File: src/rtl/expr_vector_sequencer.sv
// expr_vector_sequencer
//
// Feeds operand vectors, one at a time, into a combinational expression
// datapath (12 operands a0..a5/b0..b5, 90-bit packed result). Each vector is
// held on dut_op for SETTLE cycles. The result is then captured, tagged with
// a running vector index, folded into a 32-bit signature and offered on a
// valid/ready output.
//
// Parameters:
//   SETTLE  cycles spent settling after operands are driven (0 allowed)
//   OP_W    packed operand width {a0..a5,b0..b5}
//   Y_W     datapath result width (fold below assumes 90 bits)
//   CNT_W   vector counter width
//
// Ports:
//   clk        sole clock, rising edge
//   reset      synchronous, active-high; discards any vector in flight
//   in_valid   operand vector valid
//   in_ready   sequencer can accept a vector (IDLE only)
//   in_op      packed operand vector
//   dut_op     registered operands driven to the datapath
//   dut_y      datapath result, combinational from dut_op
//   out_valid  captured result valid
//   out_ready  consumer accepts the result
//   out_y      captured result
//   out_idx    index of this vector
//   sig        running 32-bit signature
//   sig_clr    synchronous clear of sig and vector count
//   busy       high in any state except IDLE

module expr_vector_sequencer #(
    parameter int unsigned SETTLE = 1,
    parameter int unsigned OP_W   = 60,
    parameter int unsigned Y_W    = 90,
    parameter int unsigned CNT_W  = 16
) (
    input  logic             clk,
    input  logic             reset,
    input  logic             in_valid,
    output logic             in_ready,
    input  logic [OP_W-1:0]  in_op,
    output logic [OP_W-1:0]  dut_op,
    input  logic [Y_W-1:0]   dut_y,
    output logic             out_valid,
    input  logic             out_ready,
    output logic [Y_W-1:0]   out_y,
    output logic [CNT_W-1:0] out_idx,
    output logic [31:0]      sig,
    input  logic             sig_clr,
    output logic             busy
);

    // Wide enough to hold SETTLE itself (at least one bit when SETTLE is 0).
    localparam int unsigned SC_W = $clog2(SETTLE + 2);
    localparam logic [SC_W-1:0] SETTLE_LD = SC_W'(SETTLE);

    typedef enum logic [1:0] {
        S_IDLE,
        S_SETTLE,
        S_CAPTURE,
        S_OUT
    } state_t;

    state_t           state;
    state_t           state_nxt;
    logic [SC_W-1:0]  settle_cnt;
    logic [CNT_W-1:0] count;
    logic             accept;
    logic             capture;
    logic [31:0]      fold;

    // Signature contribution of one result: XOR of its 32-bit slices,
    // the top 26 bits zero-extended.
    assign fold = dut_y[31:0] ^ dut_y[63:32] ^ {6'b0, dut_y[89:64]};

    // State register
    always_ff @(posedge clk) begin
        if (reset) begin
            state <= S_IDLE;
        end else begin
            state <= state_nxt;
        end
    end

    // Next-state and handshake outputs.
    // out_valid is decoded from state; it is high exactly while in OUT.
    always_comb begin
        state_nxt = state;
        in_ready  = 1'b0;
        busy      = 1'b1;
        out_valid = 1'b0;
        accept    = 1'b0;
        capture   = 1'b0;
        case (state)
            S_IDLE: begin
                in_ready = 1'b1;
                busy     = 1'b0;
                if (in_valid) begin
                    accept = 1'b1;
                    if (SETTLE == 0) begin
                        state_nxt = S_CAPTURE;
                    end else begin
                        state_nxt = S_SETTLE;
                    end
                end
            end
            S_SETTLE: begin
                // Counter was loaded with SETTLE; leaving on 1 gives
                // exactly SETTLE cycles here.
                if (settle_cnt <= SC_W'(1)) begin
                    state_nxt = S_CAPTURE;
                end
            end
            S_CAPTURE: begin
                capture   = 1'b1;
                state_nxt = S_OUT;
            end
            S_OUT: begin
                out_valid = 1'b1;
                if (out_ready) begin
                    state_nxt = S_IDLE;
                end
            end
            default: begin
                state_nxt = S_IDLE;
            end
        endcase
    end

    // Datapath registers
    always_ff @(posedge clk) begin
        if (reset) begin
            dut_op     <= '0;
            settle_cnt <= '0;
            out_y      <= '0;
            out_idx    <= '0;
            count      <= '0;
            sig        <= '0;
        end else begin
            if (accept) begin
                dut_op     <= in_op;
                settle_cnt <= SETTLE_LD;
            end else if (state == S_SETTLE) begin
                settle_cnt <= settle_cnt - SC_W'(1);
            end

            if (capture) begin
                out_y   <= dut_y;
                out_idx <= count;
            end

            // A clear coincident with capture wins for sig/count; out_idx
            // above still takes the pre-clear count.
            if (sig_clr) begin
                sig   <= '0;
                count <= '0;
            end else if (capture) begin
                sig   <= {sig[30:0], sig[31]} ^ fold;
                count <= count + CNT_W'(1);
            end
        end
    end

endmodule

File: config.mk
export PLATFORM = sky130hd
export DESIGN_NAME = expr_vector_sequencer
export DESIGN_NICKNAME = d
export VERILOG_FILES = /design/src/rtl/expr_vector_sequencer.sv
export SDC_FILE = /design/constraint.sdc
export NUM_CORES = 1
export LEC_CHECK = 0
export ABC_AREA = 1
export ABC_CLOCK_PERIOD_IN_PS = 3400
export CORE_ASPECT_RATIO = 0.75
export CORE_MARGIN = 1
export CORE_UTILIZATION = 47
export DETAILED_ROUTE_END_ITERATION = 8
export GPL_ROUTABILITY_DRIVEN = 0
export PLACE_DENSITY = 0.95
export SYNTH_ARGS = -nofsm -noshare
export SYNTH_HDL_FRONTEND = slang
export SYNTH_SLANG_ARGS = --single-unit
File: constraint.sdc
create_clock -name clk -period 3.4 [get_ports clk]
set_input_delay 0.34 -clock clk [delete_from_list [all_inputs] [get_ports clk]]
set_output_delay 0.34 -clock clk [all_outputs]
set_load 0.02 [all_outputs]
# ---- Word-level counts from Yosys, hierarchy flattened
# Cells that the tools add are included.
dict set report op_classes {
  n_reduce_logical 5
  n_bitwise 3
  eq_ne 6
  magnitude_cmp 1
  muxes 12
  add_sub_neg 2
}
# cell n
set op_table {}
lappend op_table {{$xor 32x32->32} 2}
lappend op_table {{$xor 32x26->32} 1}
lappend op_table {{$add 16x1->16 const B} 1}
lappend op_table {{$mux 1} 8}
lappend op_table {{$pmux 2 s4} 1}
lappend op_table {{$mux 2} 3}
lappend op_table {{$ne 2x2->1 const B} 3}
lappend op_table {{$eq 2x2->1 const B} 2}
lappend op_table {{$reduce_or 2->1} 2}
lappend op_table {{$reduce_and 3->1} 1}
lappend op_table {{$eq 2x1->1 const B} 1}
lappend op_table {{$le 2x1->1 const B} 1}
lappend op_table {{$logic_not 2->1} 1}
lappend op_table {{$reduce_bool 2->1} 1}
lappend op_table {{$sub 2x1->2 const B} 1}
dict set report word_totals {
  reg_bits 218
  word_cells 37
  inputBits 155
}

# ---- Longest topological paths before layout
dict set report logic_depth {
  ltp_word 3
  depth_mapped 11
  mapped_depth_nobuf 9
}

# ---- Least setup slack after synthesis
# No wires, ideal clock.
dict set report synth_timing {
  kind {register to register}
  startpoint {register state[0]}
  endpoint {register state[0]}
  period_less_slack_ns 1.560
  path_stages_with_launch 8
  n_path_buf 0
  setup_slack_ns 1.840
  t_required_ns 3.282
  arrival_ns 1.442
  path_cell_list {dfxtp_1 -> inv_1 -> ha_1 -> inv_1 -> or2_2 -> nand3_1 -> a21o_1 -> nor2_1}
}
dict set report synth_via {
  elab_chain_len 3
  elab_cells_between_ends 9
  cone_classes {eq/ne (6); mux (1); reduce/logical (2)}
}
# element line
set synth_rtl {}
lappend synth_rtl {{from (decl)} 64} ;# state_t state;
lappend synth_rtl {{from (signal assigned)} 81} ;# state <= state_nxt;
lappend synth_rtl {{$eq 2x1->1, or another cell as far along} 94} ;# case (state)
lappend synth_rtl {{$ne 2x2->1 (no source line)} -}
lappend synth_rtl {{$reduce_and 3->1 (no source line)} -}
# Parallel ways exist; a longest one is shown, timed or not.
# A chain may end at the register's enable or synchronous reset.

# ---- Worst setup path in the final report
dict set report layout_timing {
  startpoint {register state[0]}
  endpoint {output port busy}
}
dict set report layout_via {
  elab_chain_len 2
}
# element line
set layout_rtl {}
lappend layout_rtl {{$logic_not 2->1} 94}
lappend layout_rtl {{$mux 1} 94}
lappend layout_rtl {{to (decl)} 50} ;# output logic busy
# No other way between the ends.

==> out/metrics.cfg <==
[status]
outcome = completed

[detailed_routing]
drtAntennaViolNets = 0
dr_total_vias = 8688
initialDrtViolationCount = 642
wl_per_cell_um = 15.9
remaining_drc_errors = 0
wl_mm = 27.5
drt-pass1-iter-count = 5
viasPerCell = 5.03

[synthesis]
synth-simple-area-share_pct = 21.9
synth_cell_types = 29
synth_fa_ha_area_share_pct = 0.993
synth_xor_area_share_pct = 8.94
synthFlopType = dfxtp_1
synthesis.area_sq_mm = 0.00882
synth_area_leaders = dfxtp_1 49%, nor2_1 16%, o21ai_0 10%
synth_top_family_by_area = simple AND/OR/NAND/NOR gates
syn_avg_cell_area_sq_um = 7.65
ys_async_sr_fraction_pct = 0
synth_area_leader_cell = dfxtp_1
syn-num-nets = 1314
synth_compound_area_share_pct = 12.0
synth.area.mux_share_pct = 0
ys_seq_area_share_pct = 49.5
syn_inst = 1152
synth_edf_count = 0
synth-seq-cells = 218
netlist.area_leader.share_pct = 49.5
yosys_warnings = 0

[clocking]
cts.clk_slew.worst_paths_ns = 0.06
cts-root-buf = clkbuf_16
post_cts_buffers = 0
cts_buffers = 21
htree_levels = 1
numClockSinks = 218
clock_path_buffers = 3
holdBufCountCts = 0
postCtsResizedCells = 0
worstSkewPairLatency_ns = 0.49
cts_tree = done

[grt]
antenna_found_initial = 0
overflow = 0
grt_max_degree = 173
grt_pass1_vias = 8503
grt_pass1_wl_mm = 42.3
track_usage_pct = 27.1

[sta]
tightestPinTransition_ns = 0.997
slew_headroom_pct = 33.5
fin_skew_ns = 0.0144
rsz0062_at_grt = false
hold_viol = 0
fin_crit_ns = 2.33
max_freq_mhz = 429
finalCritPeriodShare_pct = 68.5
setup_tns_ns = 0
setup_ws_ns = 1.07
drv_slew = 0
hold_ws_ns = 0.473
setup_viol = 0

[critical_path]
start_kind = flip-flop
cpMostUsedCell = inv_1
required_ns = 3.06
critPathSlowestCell = clkdlybuf4s50_1
crit_type = reg -> out
critical-path-max-stage-delay_ns = 0.67
crit_fanout = 4
crit_chain = inv_1 -> ha_1 -> inv_1 -> clkdlybuf4s50_1
worstSetupEndpointType = primary output
arrival_ns = 1.99

[power]
powerDensity_mw_per_mm2 = 789
peakVddDrop_mv = 0.559
leakage_nw = 5.32

[floorplanning]
die_area_sq_mm = 0.0193
dieWidth_um = 160
io_pins = 356
fp.dieH_um = 121
start_util_pct = 48.9
fp-row-count = 42
fp.coreArea_sq_mm = 0.0180

[flow_run]
drv_cap = 0

[placed_design]
place_ws_ns = 1.15
place_hpwl_mm = 19.0
portBuffers = 355

[layout]
regArea_sq_mm = 0.00436
drive_gt1_share_pct = 3.84
antennaDiodeCount = 0
multi_input_comb_area_sq_mm = 0.00388
syn2layout_area_growth_pct = 49.4
fill_cells = 1218
layout.nets = 1633

[min_path]
hold_path.class = reg -> reg

==> power breakdown <==
group	internal (mW)	leakage [nW]	switching, mW
clock	1.48	0.352	0.968
sequential	3.23	1.79	0.379
combinational	1.86	3.18	2.49
total	6.56	5.32	3.84
==> synth_stat cells, types with 3 or more instances <==
library cell  instances
dfxtp_1             218
a21oi_1              27
buf_4                 6
nand2_1              82
o21ai_0             180
nor3_1                7
ha_1                  7
nor2_2                4
xor2_1                5
inv_1                66
nor2_1              379
inv_2                 3
buf_2                23
nor2_4                3
nand3_1               5
xnor2_1              85
nand4_1               4
clkbuf_1             33
buf_6                 3
==> placed cells by master (no fill, tap or decap), types with 4 or more instances in the layout <==
cell	count
o21ai_0	180
clkdlybuf4s50_1	355
clkbuf_1	6
nor2_2	4
ha_1	6
clkbuf_16	21
clkbuf_8	5
dfxtp_1	218
inv_1	66
a21oi_1	27
nor3_1	7
nand4_1	4
buf_4	4
xnor2_1	85
nor2_1	379
xor2_1	5
nand3_1	5
nand2_1	81
==> worst paths after layout <==
check	startpoint	endpoint	slack [ns]	cells past startpoint
worst max-delay path	state[0]$_SDFFE_PP0P_	busy	1.07	4
worst min-delay path	out_idx[7]$_SDFFE_PP0N_	out_idx[7]$_SDFFE_PP0N_	0.47	2
worst max register to register	state[0]$_SDFFE_PP0P_	count[15]$_SDFFE_PP0N_	1.40	8
worst min register to register	out_idx[7]$_SDFFE_PP0N_	out_idx[7]$_SDFFE_PP0N_	0.47	2
==> metrics by stage <==
step                      util [%]  total power [mW]  cells  cell area (sq um)
after floorplan                  -              6.03   1152               8820
after global placement        69.1              7.80   1690              12500
after detailed placement      69.1              7.94   1690              12500
after CTS                     73.1              10.4   1727              13200
after global routing          73.1              11.0   1727              13200
final                         73.1              10.4   1727              13200
==> final cells by class <==
type | instances | area share (%)
sequential | 218 | 33.1
clock inverter | 5 | 0.760
timing repair buffer | 362 | 27.7
multi-input combinational | 799 | 29.5
tap | 242 | 2.30
clock buffer | 32 | 4.68
inverter | 69 | 1.99
==> registers in the layout, summed over array words and instances, names as in the netlist <==
name,count
out_y,90
dut_op,60
sig,32
count,16
out_idx,16
settle_cnt,2
state,2
==> critical path: cells and delay by family (launching register included) <==
kind | cells | cell delay (ns)
buffers and inverters | 3 | 0.88
flip-flops | 1 | 0.37
adder cells (fa/ha/maj) | 1 | 0.26
==> cells by family (layout without fill, tap and decap cells) <==
family | Yosys count | after routing
and+or+nand+nor | 491 | 491
DFF | 218 | 218
AOI/OAI and AO/OA | 211 | 211
buffers and inverters | 135 | 468
xor gates and xnor gates | 90 | 90
adders and majority gates | 7 | 7
==> routing by layer <==
layer	track usage, %	part of all wire (%)	vias up
li1	-	-	4242
met2	49.9	49	357
met1	28.8	38	3999
met5	0	0	-
met4	12.4	4.8	0
met3	7.72	8.1	90
(Power assumes the default switching activity.)
